`config.mk`:
```
export PLATFORM = sky130hd
export DESIGN_NAME = multicycle_control_fsm
export DESIGN_NICKNAME = d
export VERILOG_FILES = /design/src/rtl/cpu_pkg.sv /design/src/rtl/opcode_decoder.sv /design/src/rtl/multicycle_control_fsm.sv
export SDC_FILE = /design/constraint.sdc
export NUM_CORES = 1
export LEC_CHECK = 0
export ABC_CLOCK_PERIOD_IN_PS = 1600
export CORE_MARGIN = 5
export CORE_UTILIZATION = 50
export DETAILED_ROUTE_END_ITERATION = 10
export MAX_ROUTING_LAYER = met4
export PLACE_DENSITY = 0.76
export SLEW_MARGIN = 20
export SYNTH_ARGS = -nofsm -noshare
export SYNTH_HDL_FRONTEND = slang
export SYNTH_SLANG_ARGS = --single-unit
```
`constraint.sdc`:
```
create_clock -name clk -period 1.6 [get_ports clk]
set_input_delay 0.32 -clock clk [delete_from_list [all_inputs] [get_ports clk]]
set_output_delay 0.32 -clock clk [all_outputs]
set_load 0.005 [all_outputs]
```
`src/rtl/cpu_pkg.sv`:
```
// Shared opcode, ALU-control and sequencer state encodings for the CPU cores.
package cpu_pkg;

    localparam logic [3:0] OP_NOP  = 4'b0000;
    localparam logic [3:0] OP_ADD  = 4'b0001;
    localparam logic [3:0] OP_SUB  = 4'b0010;
    localparam logic [3:0] OP_AND  = 4'b0011;
    localparam logic [3:0] OP_OR   = 4'b0100;
    localparam logic [3:0] OP_MUL  = 4'b0101;
    localparam logic [3:0] OP_HALT = 4'b1111;

    localparam logic [2:0] ALU_ADD = 3'b000;
    localparam logic [2:0] ALU_SUB = 3'b001;
    localparam logic [2:0] ALU_MUL = 3'b010;
    localparam logic [2:0] ALU_AND = 3'b100;
    localparam logic [2:0] ALU_OR  = 3'b101;

    typedef enum logic [2:0] {
        S_FETCH  = 3'd0,
        S_DECODE = 3'd1,
        S_EXEC   = 3'd2,
        S_WB     = 3'd3,
        S_HALT   = 3'd4
    } state_t;

endpackage

```
`src/rtl/opcode_decoder.sv`:
```
// Combinational opcode decode; shared between the multi-cycle and pipelined cores.
module opcode_decoder
    import cpu_pkg::*;
#(
    parameter int OPCODE_W  = 4,
    parameter int ALUCTRL_W = 3
) (
    input  logic [OPCODE_W-1:0]  opcode,
    output logic [ALUCTRL_W-1:0] alu_sel,
    output logic                 wr,
    output logic                 is_mul,
    output logic                 is_halt,
    output logic                 is_illegal
);

    // any set bit above the 4-bit opcode field makes the op illegal
    logic [OPCODE_W-1:0] hi_bits;
    assign hi_bits = opcode & ~OPCODE_W'(4'hF);

    always_comb begin
        alu_sel    = '0;
        wr         = 1'b0;
        is_mul     = 1'b0;
        is_halt    = 1'b0;
        is_illegal = 1'b0;
        if (hi_bits != '0) begin
            is_illegal = 1'b1;
        end else begin
            case (opcode[3:0])
                OP_NOP:  ;
                OP_ADD:  begin alu_sel = ALUCTRL_W'(ALU_ADD); wr = 1'b1; end
                OP_SUB:  begin alu_sel = ALUCTRL_W'(ALU_SUB); wr = 1'b1; end
                OP_AND:  begin alu_sel = ALUCTRL_W'(ALU_AND); wr = 1'b1; end
                OP_OR:   begin alu_sel = ALUCTRL_W'(ALU_OR);  wr = 1'b1; end
                OP_MUL:  begin alu_sel = ALUCTRL_W'(ALU_MUL); wr = 1'b1; is_mul = 1'b1; end
                OP_HALT: is_halt = 1'b1;
                default: is_illegal = 1'b1;
            endcase
        end
    end

endmodule

```
`src/rtl/multicycle_control_fsm.sv`:
```
// Multi-cycle CPU sequencer: FETCH/DECODE/EXECUTE/WRITEBACK with multi-cycle MUL and sticky HALT.
// state    | meaning
// S_FETCH  | wait for instr_valid, latch opcode
// S_DECODE | decode latched opcode, pick EXEC or HALT
// S_EXEC   | drive ALUControl; MUL stays MUL_CYCLES cycles
// S_WB     | RegWrite/pc_en/illegal_op pulses
// S_HALT   | halt=1 until reset
module multicycle_control_fsm
    import cpu_pkg::*;
#(
    parameter int OPCODE_W   = 4,
    parameter int ALUCTRL_W  = 3,
    parameter int MUL_CYCLES = 4
) (
    input  logic                 clk,
    input  logic                 reset,
    input  logic                 instr_valid,
    input  logic [OPCODE_W-1:0]  opcode,
    output logic                 ir_load,
    output logic                 pc_en,
    output logic [ALUCTRL_W-1:0] ALUControl,
    output logic                 RegWrite,
    output logic                 alu_busy,
    output logic                 illegal_op,
    output logic                 halt
);

    localparam int CNT_W = $clog2(MUL_CYCLES + 1);
    localparam logic [CNT_W-1:0] CNT_LAST = CNT_W'(MUL_CYCLES - 1);

    state_t              state;
    logic [OPCODE_W-1:0] opcode_q;
    logic [CNT_W-1:0]    cnt;

    logic [ALUCTRL_W-1:0] alu_sel;
    logic                 wr, is_mul, is_halt, is_illegal;

    opcode_decoder #(
        .OPCODE_W  (OPCODE_W),
        .ALUCTRL_W (ALUCTRL_W)
    ) u_dec (
        .opcode     (opcode_q),
        .alu_sel    (alu_sel),
        .wr         (wr),
        .is_mul     (is_mul),
        .is_halt    (is_halt),
        .is_illegal (is_illegal)
    );

    // Outputs are registered alongside the next state so they line up with the state they belong to.
    always_ff @(posedge clk or posedge reset) begin
        if (reset) begin
            state      <= S_FETCH;
            opcode_q   <= '0;
            cnt        <= '0;
            ir_load    <= 1'b0;
            pc_en      <= 1'b0;
            ALUControl <= '0;
            RegWrite   <= 1'b0;
            alu_busy   <= 1'b0;
            illegal_op <= 1'b0;
            halt       <= 1'b0;
        end else begin
            ir_load    <= 1'b0;
            pc_en      <= 1'b0;
            RegWrite   <= 1'b0;
            illegal_op <= 1'b0;
            case (state)
                S_FETCH: begin
                    ALUControl <= '0;
                    alu_busy   <= 1'b0;
                    if (instr_valid) begin
                        opcode_q <= opcode;
                        ir_load  <= 1'b1;
                        state    <= S_DECODE;
                    end
                end
                S_DECODE: begin
                    cnt <= '0;
                    if (is_halt) begin
                        ALUControl <= '0;
                        halt       <= 1'b1;
                        state      <= S_HALT;
                    end else begin
                        ALUControl <= alu_sel;
                        alu_busy   <= is_mul;
                        state      <= S_EXEC;
                    end
                end
                S_EXEC: begin
                    if (is_mul && cnt != CNT_LAST) begin
                        cnt <= cnt + 1'b1;
                    end else begin
                        cnt        <= '0;
                        alu_busy   <= 1'b0;
                        RegWrite   <= wr;
                        pc_en      <= 1'b1;
                        illegal_op <= is_illegal;
                        state      <= S_WB;
                    end
                end
                S_WB: begin
                    ALUControl <= '0;
                    state      <= S_FETCH;
                end
                S_HALT: begin
                    ALUControl <= '0;
                    alu_busy   <= 1'b0;
                    halt       <= 1'b1;
                end
                default: begin
                    cnt        <= '0;
                    ALUControl <= '0;
                    alu_busy   <= 1'b0;
                    halt       <= 1'b0;
                    state      <= S_FETCH;
                end
            endcase
        end
    end

endmodule

```
## Word level (Yosys, flattened, before mapping)

Index checks and enable logic that the tools add are counted.

- Add/sub/neg operators: 1
- Eq/ne operators: 15
- Muxes and demuxes: 26
- Bitwise operators: 3
- Reduce and logical (&&, ||, !) cells: 11

Operators with widths:

| cell | number |
|---|---|
| $pmux 3 s4 | 2 |
| $mux 1 | 15 |
| $mux 3 | 5 |
| $pmux 3 s2 | 2 |
| $eq 4x2->1 const B | 2 |
| $eq 4x3->1 const B | 2 |
| $ne 2x2->1 const B | 4 |
| $reduce_or 7->1 | 1 |
| $eq 3x2->1 const B | 2 |
| $pmux 1 s3 | 2 |
| $reduce_and 3->1 | 2 |
| $reduce_or 3->1 | 2 |
| $reduce_or 5->1 | 1 |
| $eq 4x1->1 const B | 1 |
| $eq 4x4->1 const B | 1 |
| $logic_not 4->1 | 1 |
| $reduce_and 2->1 | 2 |
| $add 3x1->3 const B | 1 |
| $eq 3x1->1 const B | 1 |
| $eq 3x3->1 const B | 1 |
| $logic_not 3->1 | 1 |
| $ne 3x2->1 const B | 1 |
| $not 1->1 | 3 |
| $logic_and 1x1->1 | 1 |

- Flip-flop bits (word level): 19
- Input bits: 7
- Output and inout bits: 9
- Word-level logic and storage cells: 66

## Depth between registers and ports, before layout

Gate-level depths: netlist (run 1).

- Depth in word-level cells: 5
- Mapped depth: 4
- Mapped depth without buffers: 4

## Modules after synthesis

Synthesis (run 1) repeated with hierarchy kept, for this count alone.

- Cell total of the unflattened synthesis: 75
- Area, all modules: 887.1 sq um

Modules (own cells, without submodules):

| module | instances | cells an instance | area an instance (sq um) | sequential area each (sq um) |
|---|---|---|---|---|
| multicycle_control_fsm | 1 | 62 | 800.8 | 475.5 |
| opcode_decoder | 1 | 13 | 86.3 | 0.0 |

## Worst setup path before layout (run 1)

OpenSTA, ideal clock, no wires.

- Path type: reg2reg
- Start point: reg cnt[0]
- End point: reg alu_busy
- Library setup time: 0.068 ns
- Data arrival time: 1.335 ns
- Data required time: 1.532 ns
- Setup slack: 0.198 ns
- Stages on the path, launching flop included: 5
- Path buffers: 0
- Period minus slack after synthesis: 1.402 ns
- Cells stage by stage: dfrtp_1 ha_1 ha_1 nor4_4 a311o_1

- Longest elaborated chain between the ends: 4

Ends and longest elaborated chain:

| element | RTL line | source |
|---|---|---|
| start: declaration | multicycle_control_fsm.sv:33 | `logic [CNT_W-1:0] cnt;` |
| start signal: assignment | multicycle_control_fsm.sv:92 | `cnt <= cnt + 1'b1;` |
| $ne 3x2->1 | multicycle_control_fsm.sv:91 | `if (is_mul && cnt != CNT_LAST) begin` |
| $logic_and 1x1->1 | multicycle_control_fsm.sv:91 |  |
| $ne 2x2->1 (no source line) | - |  |
| $reduce_and 3->1 (no source line) | - |  |
| end signal: assignment | multicycle_control_fsm.sv:86 | `alu_busy <= is_mul;` |
| end: declaration | multicycle_control_fsm.sv:23 | `output logic alu_busy,` |

Every way passes these cells.
A chain may end at the register's enable or synchronous reset.

## Worst setup path in the final report (run 1)

- Start point: reg alu_busy
- End point: out alu_busy

No word-level cell between the ends.

==> run metrics, run 1 <==
status finished, final reports clean; diodes inserted 0; Non-Filler Instances 127; Seq/Total Area, Yosys 51.7%; post-synthesis cell area 920 µm²; die footprint 2800 µm²; Slowest-stage cell, CP clkdlybuf4s50_1; peak per-stage delay on the critical path 0.51 ns; f_max 0.658 GHz; total wire length 1660 µm; Netlist cell types 29; first-pass GRT wire length 3050 µm; share of cells above drive strength 1 24.5%; Pins Over Slew Limit 0; Period minus WS final 1.52 ns; DR WL/cell 13.1 µm; main combinational cell family by area after synthesis simple AND/OR/NAND/NOR gates; Mapped Cells 76; register bit count reported by yosys 19; FF-to-FF Start cnt[0]; FF-to-FF setup slack 0.12 ns; Nets 112; ys flop type dfrtp_1; unrepaired setup endpoints after global routing false; fin crit share 95.0%; core area 1750 µm²; Critical Path Fanout Max 3; Post-DRT Antenna Nets 0; Max Buffers Root-to-Sink 2; CP startpoint kind register; measured slew at the worst slew-check pin 0.273 ns; initial core utilization 52.7%; final hold slack 0.323 ns; synthesis-to-layout area growth 29.3%; delay-heaviest family, CP buffers and inverters; Final HPWL DP 1280 µm; CTS resizes 0; Max-Cap Viols 0; Placed Instances 123; cells on worst reg2reg path 5; compound-cell area share of the yosys netlist 14.8%; gpl congestion 0.860; worst path bufs/invs 1; number of flops mapped to enable cells by yosys 0; DP Area 1160 µm²; Setup Crit Path Kind register to primary output; reg-to-reg endpoint alu_busy; Total Routing Usage GR 15.0%; clock sink total 19; biggest area consumer among synthesized cells dfrtp_1; Core Rows 15; Post-CTS Hold Buffers 0; mux share of post-synthesis cell area 5.99%; cts bufs inserted 3; post-route cell area 1190 µm²; final core utilization 68.1%; Via Count 679; vias in the first global route 687; DRT Pass-1 Iters 4; drt drc 0; Tightest Hold Check Type primary input to async pin; clk_skew 0.00200 ns; I/O pin count 16; register area 475 µm²; Critical Path AT 1.20 ns; number of vias per cell 5.35; CTS tree done; Port Buffer Count 15; warnings from Yosys 0; Syn Nets 85; simple-gate share of the synthesized area 21.5%; pwr dens 1580 nW/µm²; Post-CTS Setup Bufs 0; fillcell total 140; area of the multi-input gates 414 µm²; synth top area cells dfrtp_1 52%, mux2_2 4.9%, nand2b_1 3.4%; Req. time, crit path 1.28 ns; initial DRC count 6; Final Hold Fails 0; pin count of the biggest net entering global routing 20; Async S/R FF share, synth 100%; Leak 0.557 nW; endpoint class of the critical path primary output; Tot Pwr 1.87 mW; worst skew pair latency 0.29 ns; Post-Synth XOR/XNOR Area 0%; relative slew slack 81.8%; maximum vdd drop 814 µV; Setup violations, final 0; synthesized area per cell 12.1 µm²; adder-cell area share of the yosys netlist 2.72%; DIE WIDTH 52.9 µm; Worst-path clk slew 0.11 ns; H-tree levels 1; Critical Path, Cell by Cell clkdlybuf4s50_1; Overflow after GRT 0; initial antenna violation count 0; die height 52.9 µm; CTS root buffer clkbuf_4; Synth top area share 51.7%
placed cells by master (no fill, tap or decap):
| master | n |
|---|---|
| mux2i_1 | 1 |
| a21o_1 | 2 |
| or2_1 | 1 |
| or3b_1 | 1 |
| nor2b_1 | 2 |
| and4_4 | 1 |
| nor4b_2 | 1 |
| dfrtp_1 | 19 |
| clkbuf_4 | 3 |
| nor3_1 | 3 |
| a31o_2 | 2 |
| a21oi_1 | 4 |
| a22o_1 | 2 |
| nor2_1 | 4 |
| o21ai_0 | 2 |
| nand2b_1 | 5 |
| a2111oi_2 | 1 |
| o211a_1 | 1 |
| mux2_2 | 4 |
| nand2_1 | 1 |
| clkdlybuf4s50_1 | 15 |
| o31ai_1 | 2 |
| nor4b_4 | 1 |
| nor3b_1 | 1 |
| clkinv_2 | 1 |
| a311o_1 | 1 |
| nor4_4 | 1 |
| inv_1 | 4 |
| ha_1 | 2 |
| nand4b_1 | 3 |
| o22ai_1 | 1 |
| buf_4 | 10 |
per-layer routing:
layer	part of all wire, %	vias to the layer above	global-route usage, %
met4	1.6	0	5.11
met5	0	-	-
met1	47	324	19.4
met2	47	12	24.4
met3	4.6	4	1.69
li1	-	339	-
registers in the layout, indices dropped and copies added, names as in the netlist:
name	flops
opcode_q	4
pc_en	1
alu_busy	1
halt	1
ir_load	1
ALUControl	3
cnt	3
state	3
illegal_op	1
RegWrite	1
worst max-delay path by stage:
| stage | cells after the start | slack, ns | end | startpoint |
|---|---|---|---|---|
| 2_1_floorplan | 4 | 0.20 | alu_busy | cnt[0] |
| 3_3_place_gp | 4 | -0.005 | opcode_q[2] | instr_valid |
| 3_5_place_dp | 4 | -0.04 | opcode_q[0] | instr_valid |
| 4_1_cts | 1 | 0.07 | alu_busy | alu_busy |
| 5_1_grt | 1 | 0.03 | alu_busy | alu_busy |
| 6_report | 1 | 0.08 | alu_busy | alu_busy |
kinds of logic after synthesis:
| kind of cell | Yosys count |
|---|---|
| AOI/OAI and AO/OA | 18 |
| adders and majority gates | 2 |
| buffers and inverters | 7 |
| DFF | 19 |
| muxes | 5 |
| and+or+nand+nor | 25 |
power breakdown:
group	switching (mW)	internal (mW)
logic	0.327	0.478
registers	0.196	0.635
clock network	0.147	0.0931
cell type report:
class | instances | area share [%]
clock buffers | 3 | 1.89
clock inverters | 1 | 0.421
inverters | 4 | 1.26
multi-input cells | 50 | 34.8
flip-flops and latches | 19 | 40.0
well taps | 25 | 2.63
repair buffers | 25 | 18.9
through the flow:
stage	TNS (ns)	setup slack (ns)
final	0	0.0807
after global routing	0	0.0307
after CTS	0	0.0660
after detailed placement	-0.121	-0.0389
after global placement	-0.0205	-0.00521
after floorplan	0	0.198
synth_stat cells (3+ instances only):
library cell / n
dfrtp_1: 19
nand2b_1: 5
a21oi_1: 4
inv_1: 4
mux2_2: 4
nor2_1: 4
buf_2: 3
nand4b_1: 3
nor3_1: 3
No activity file was read; power rests on OpenSTA's default activity.
==> run 2: changes to the inputs <==
--- a/config.mk
+++ b/config.mk
@@ -6,6 +6,7 @@
 export NUM_CORES = 1
 export LEC_CHECK = 0
 export ABC_CLOCK_PERIOD_IN_PS = 1600
+export CAP_MARGIN = 20
 export CORE_MARGIN = 5
 export CORE_UTILIZATION = 50
 export DETAILED_ROUTE_END_ITERATION = 10
==> results of run 2 <==
No change in the layout: final DEF, timing and power equal those of run 1.
==> run 3: changes to the inputs <==
--- a/config.mk
+++ b/config.mk
@@ -12,6 +12,7 @@
 export DETAILED_ROUTE_END_ITERATION = 10
 export MAX_ROUTING_LAYER = met4
 export PLACE_DENSITY = 0.76
+export SETUP_SLACK_MARGIN = 0.2
 export SLEW_MARGIN = 20
 export SYNTH_ARGS = -nofsm -noshare
 export SYNTH_HDL_FRONTEND = slang
==> run 3 against run 2 <==
Count of clock-buffer cells in the layout unchanged. Fmax increased by 6.7%. Via count up 11%. Setup slack improved by 0.095 ns. Sequential power up 2%. Clock skew increased by 0.013 ns. Design area is 12% higher. Clock power about the same. Core utilization is 8.5 points higher. Register-to-register slack better by 0.06 ns. Cell count grew 9.4%. Critical path type is now register to register. Critical endpoint is now opcode_q[2]. Largest cell class unchanged. Largest power group is now combinational logic.
==> run metrics, run 3 (same netlist as run 1, synthesis figures left out) <==
status finished, final reports clean (unchanged); total wire length 2100 µm (was 1660 µm); most frequent cells in the layout 21 x buf_4, 16 x dfrtp_1, 9 x dlygate4sd2_1, 6 x clkdlybuf4s50_1 (was 19 x dfrtp_1, 15 x clkdlybuf4s50_1, 10 x buf_4, 5 x nand2b_1); DR WL/cell 15.1 µm (was 13.1 µm); diodes inserted 0 (unchanged); Critical Path, Cell by Cell nor4b_4, buf_4, mux2_4 (was clkdlybuf4s50_1); Critical Path Fanout Max 6 (was 3); Core Rows 15 (unchanged); synthesis-to-layout area growth 45.3% (was 29.3%); f_max 0.702 GHz (was 0.658 GHz); pin count of the biggest net entering global routing 20 (unchanged); vias in the first global route 773 (was 687); Period minus WS final 1.42 ns (was 1.52 ns); max reg flops 4 (unchanged); Tightest Hold Check Type primary input to async pin (unchanged); delay-heaviest family, CP flip-flops (was buffers and inverters); DIE WIDTH 52.9 µm (unchanged); DP Area 1130 µm² (was 1160 µm²); gpl congestion 0.750 (was 0.860); Psw 0.776 mW (was 0.669 mW); Worst setup startpoint state[1] (was alu_busy); fin crit share 89.0% (was 95.0%); measured slew at the worst slew-check pin 0.309 ns (was 0.273 ns); CP startpoint kind register (unchanged); Comb pwr share 48.5% (was 42.9%); Critical Path End opcode_q[2] (was alu_busy); initial DRC count 16 (was 6); post-route cell area 1340 µm² (was 1190 µm²); H-tree levels 1 (unchanged); number of vias per cell 5.41 (was 5.35); total stage count of the critical path 3 (was 1); Final Hold Fails 0 (unchanged); Worst-path clk slew 0.12 ns (was 0.11 ns); Placed Instances 119 (was 123); clock sink total 19 (unchanged); CTS tree done (unchanged); clock share of power 11.5% (was 12.8%); CTS root buffer clkbuf_4 (unchanged); sequential fraction of design power 40.1% (was 44.3%); die height 52.9 µm (unchanged); worst slack at placement -0.0812 ns (was -0.0389 ns); initial antenna violation count 0 (unchanged); setup ws final 0.176 ns (was 0.0807 ns); DRT Pass-1 Iters 4 (unchanged); I/O pin count 16 (unchanged); Port Buffer Count 15 (unchanged); unrepaired setup endpoints after global routing true (was false); most common cell after layout, fill and taps aside buf_4 (was dfrtp_1); Pins Over Slew Limit 0 (unchanged); largest register by flop count opcode_q (unchanged); cells on worst reg2reg path 3 (was 5); FF-to-FF setup slack 0.18 ns (was 0.12 ns); FF-to-FF Start state[1] (was cnt[0]); Post-DRT Antenna Nets 0 (unchanged); cts bufs inserted 3 (unchanged); peak per-stage delay on the critical path 0.49 ns (was 0.51 ns); Nets 124 (was 112); Setup Crit Path Kind register to register (was register to primary output); Leak 0.677 nW (was 0.557 nW); endpoint class of the critical path register (was primary output); Max-Cap Viols 0 (unchanged); Non-Filler Instances 139 (was 127); Max Buffers Root-to-Sink 2 (unchanged); P_int 1.34 mW (was 1.21 mW); relative slew slack 79.4% (was 81.8%); core area 1750 µm² (unchanged); Req. time, crit path 1.78 ns (was 1.28 ns); die footprint 2800 µm² (unchanged); Final HPWL DP 1340 µm (was 1280 µm); worst path bufs/invs 1 (unchanged); drt drc 0 (unchanged); pwr dens 1580 nW/µm² (about the same); Sw Share 36.6% (was 35.7%); first-pass GRT wire length 3530 µm (was 3050 µm); Slowest-stage cell, CP dfrtp_2 (was clkdlybuf4s50_1); share of cells above drive strength 1 41.2% (was 24.5%); Via Count 752 (was 679); Total Routing Usage GR 17.6% (was 15.0%); reg-to-reg endpoint opcode_q[2] (was alu_busy); clk_skew 0.0146 ns (was 0.00200 ns); worst skew pair latency 0.30 ns (was 0.29 ns); initial core utilization 52.7% (unchanged); maximum vdd drop 1160 µV (was 814 µV); Setup violations, final 0 (unchanged); Critical Path AT 1.60 ns (was 1.20 ns); final core utilization 76.6% (was 68.1%); Overflow after GRT 0 (unchanged)
[run 3: cell count changes in the layout (fill, tap and decap cells not counted), moves of 3 or more]
cell / change
dlygate4sd2_1: +9
mux2_4: +4
mux2_2: -4
dfrtp_2: +3
dfrtp_1: -3
buf_4: +11
clkdlybuf4s50_1: -9
[run 3: metal layers]
metal | wire [µm] | track usage (%) | vias up
met5 | 0 | - | -
met4 | 21 | 5.11 | 0
met3 | 61 | 2.25 | 4
met2 | 1070 | 30.6 | 17
met1 | 944 | 21.4 | 371
li1 | - | - | 360
[run 3: cell type report]
class                           count  area (µm²)
Clock buffer                        3        22.5
Timing Repair Buffer               37         308
Fill cell                         123         409
Sequential cell                    19         479
Clock inverter                      1        5.00
Multi-Input combinational cell     50         475
Tap cell                           25        31.3
Inverter                            4        15.0
[run 3: repair_timing]
action / 4_1_cts / 5_1_grt
buffers inserted: 11 / 5
hold buffers: 0 / 0
gates resized for setup: 14 / 12
endpoints found under the setup margin: 23 / 15
hold endpoints to repair: 0 / 0
pin swaps: 2 / 2
[run 3: through the flow]
stage | setup TNS, ns | total power [mW] | hold WS (ns)
2_1_floorplan | 0 | 1.28 | 0.271
3_3_place_gp | -0.129 | 1.57 | 0.460
3_5_place_dp | -0.303 | 1.61 | 0.465
4_1_cts | 0 | 1.93 | 0.332
5_1_grt | 0 | 2.26 | 0.333
6_report | 0 | 2.12 | 0.320
[run 3: tightest hold or removal path, cell delays in order]
cell             delay [ns]
clkdlybuf4s50_1        0.39
inv_1                  0.05
buf_4                  0.25
[run 3: power by group through the flow]
stage	combinational, mW	sequential (mW)	clock (mW)
2_1_floorplan	0.476	0.805	0
3_3_place_gp	0.715	0.858	0
3_5_place_dp	0.738	0.875	0
4_1_cts	0.855	0.830	0.244
5_1_grt	1.11	0.873	0.276
6_report	1.03	0.848	0.243
[run 3: worst min path at each step]
| stage | from | to | slack, ns | depth (start not counted) |
|---|---|---|---|---|
| detailed placement | ALUControl[1] | ALUControl[1] | 0.46 | 1 |
| global route | reset | cnt[2] | 0.33 | 3 |
| floorplan | reset | ALUControl[0] | 0.27 | 1 |
| global placement | ALUControl[1] | ALUControl[1] | 0.46 | 1 |
| CTS | reset | cnt[2] | 0.33 | 3 |
| finish | reset | alu_busy | 0.32 | 3 |
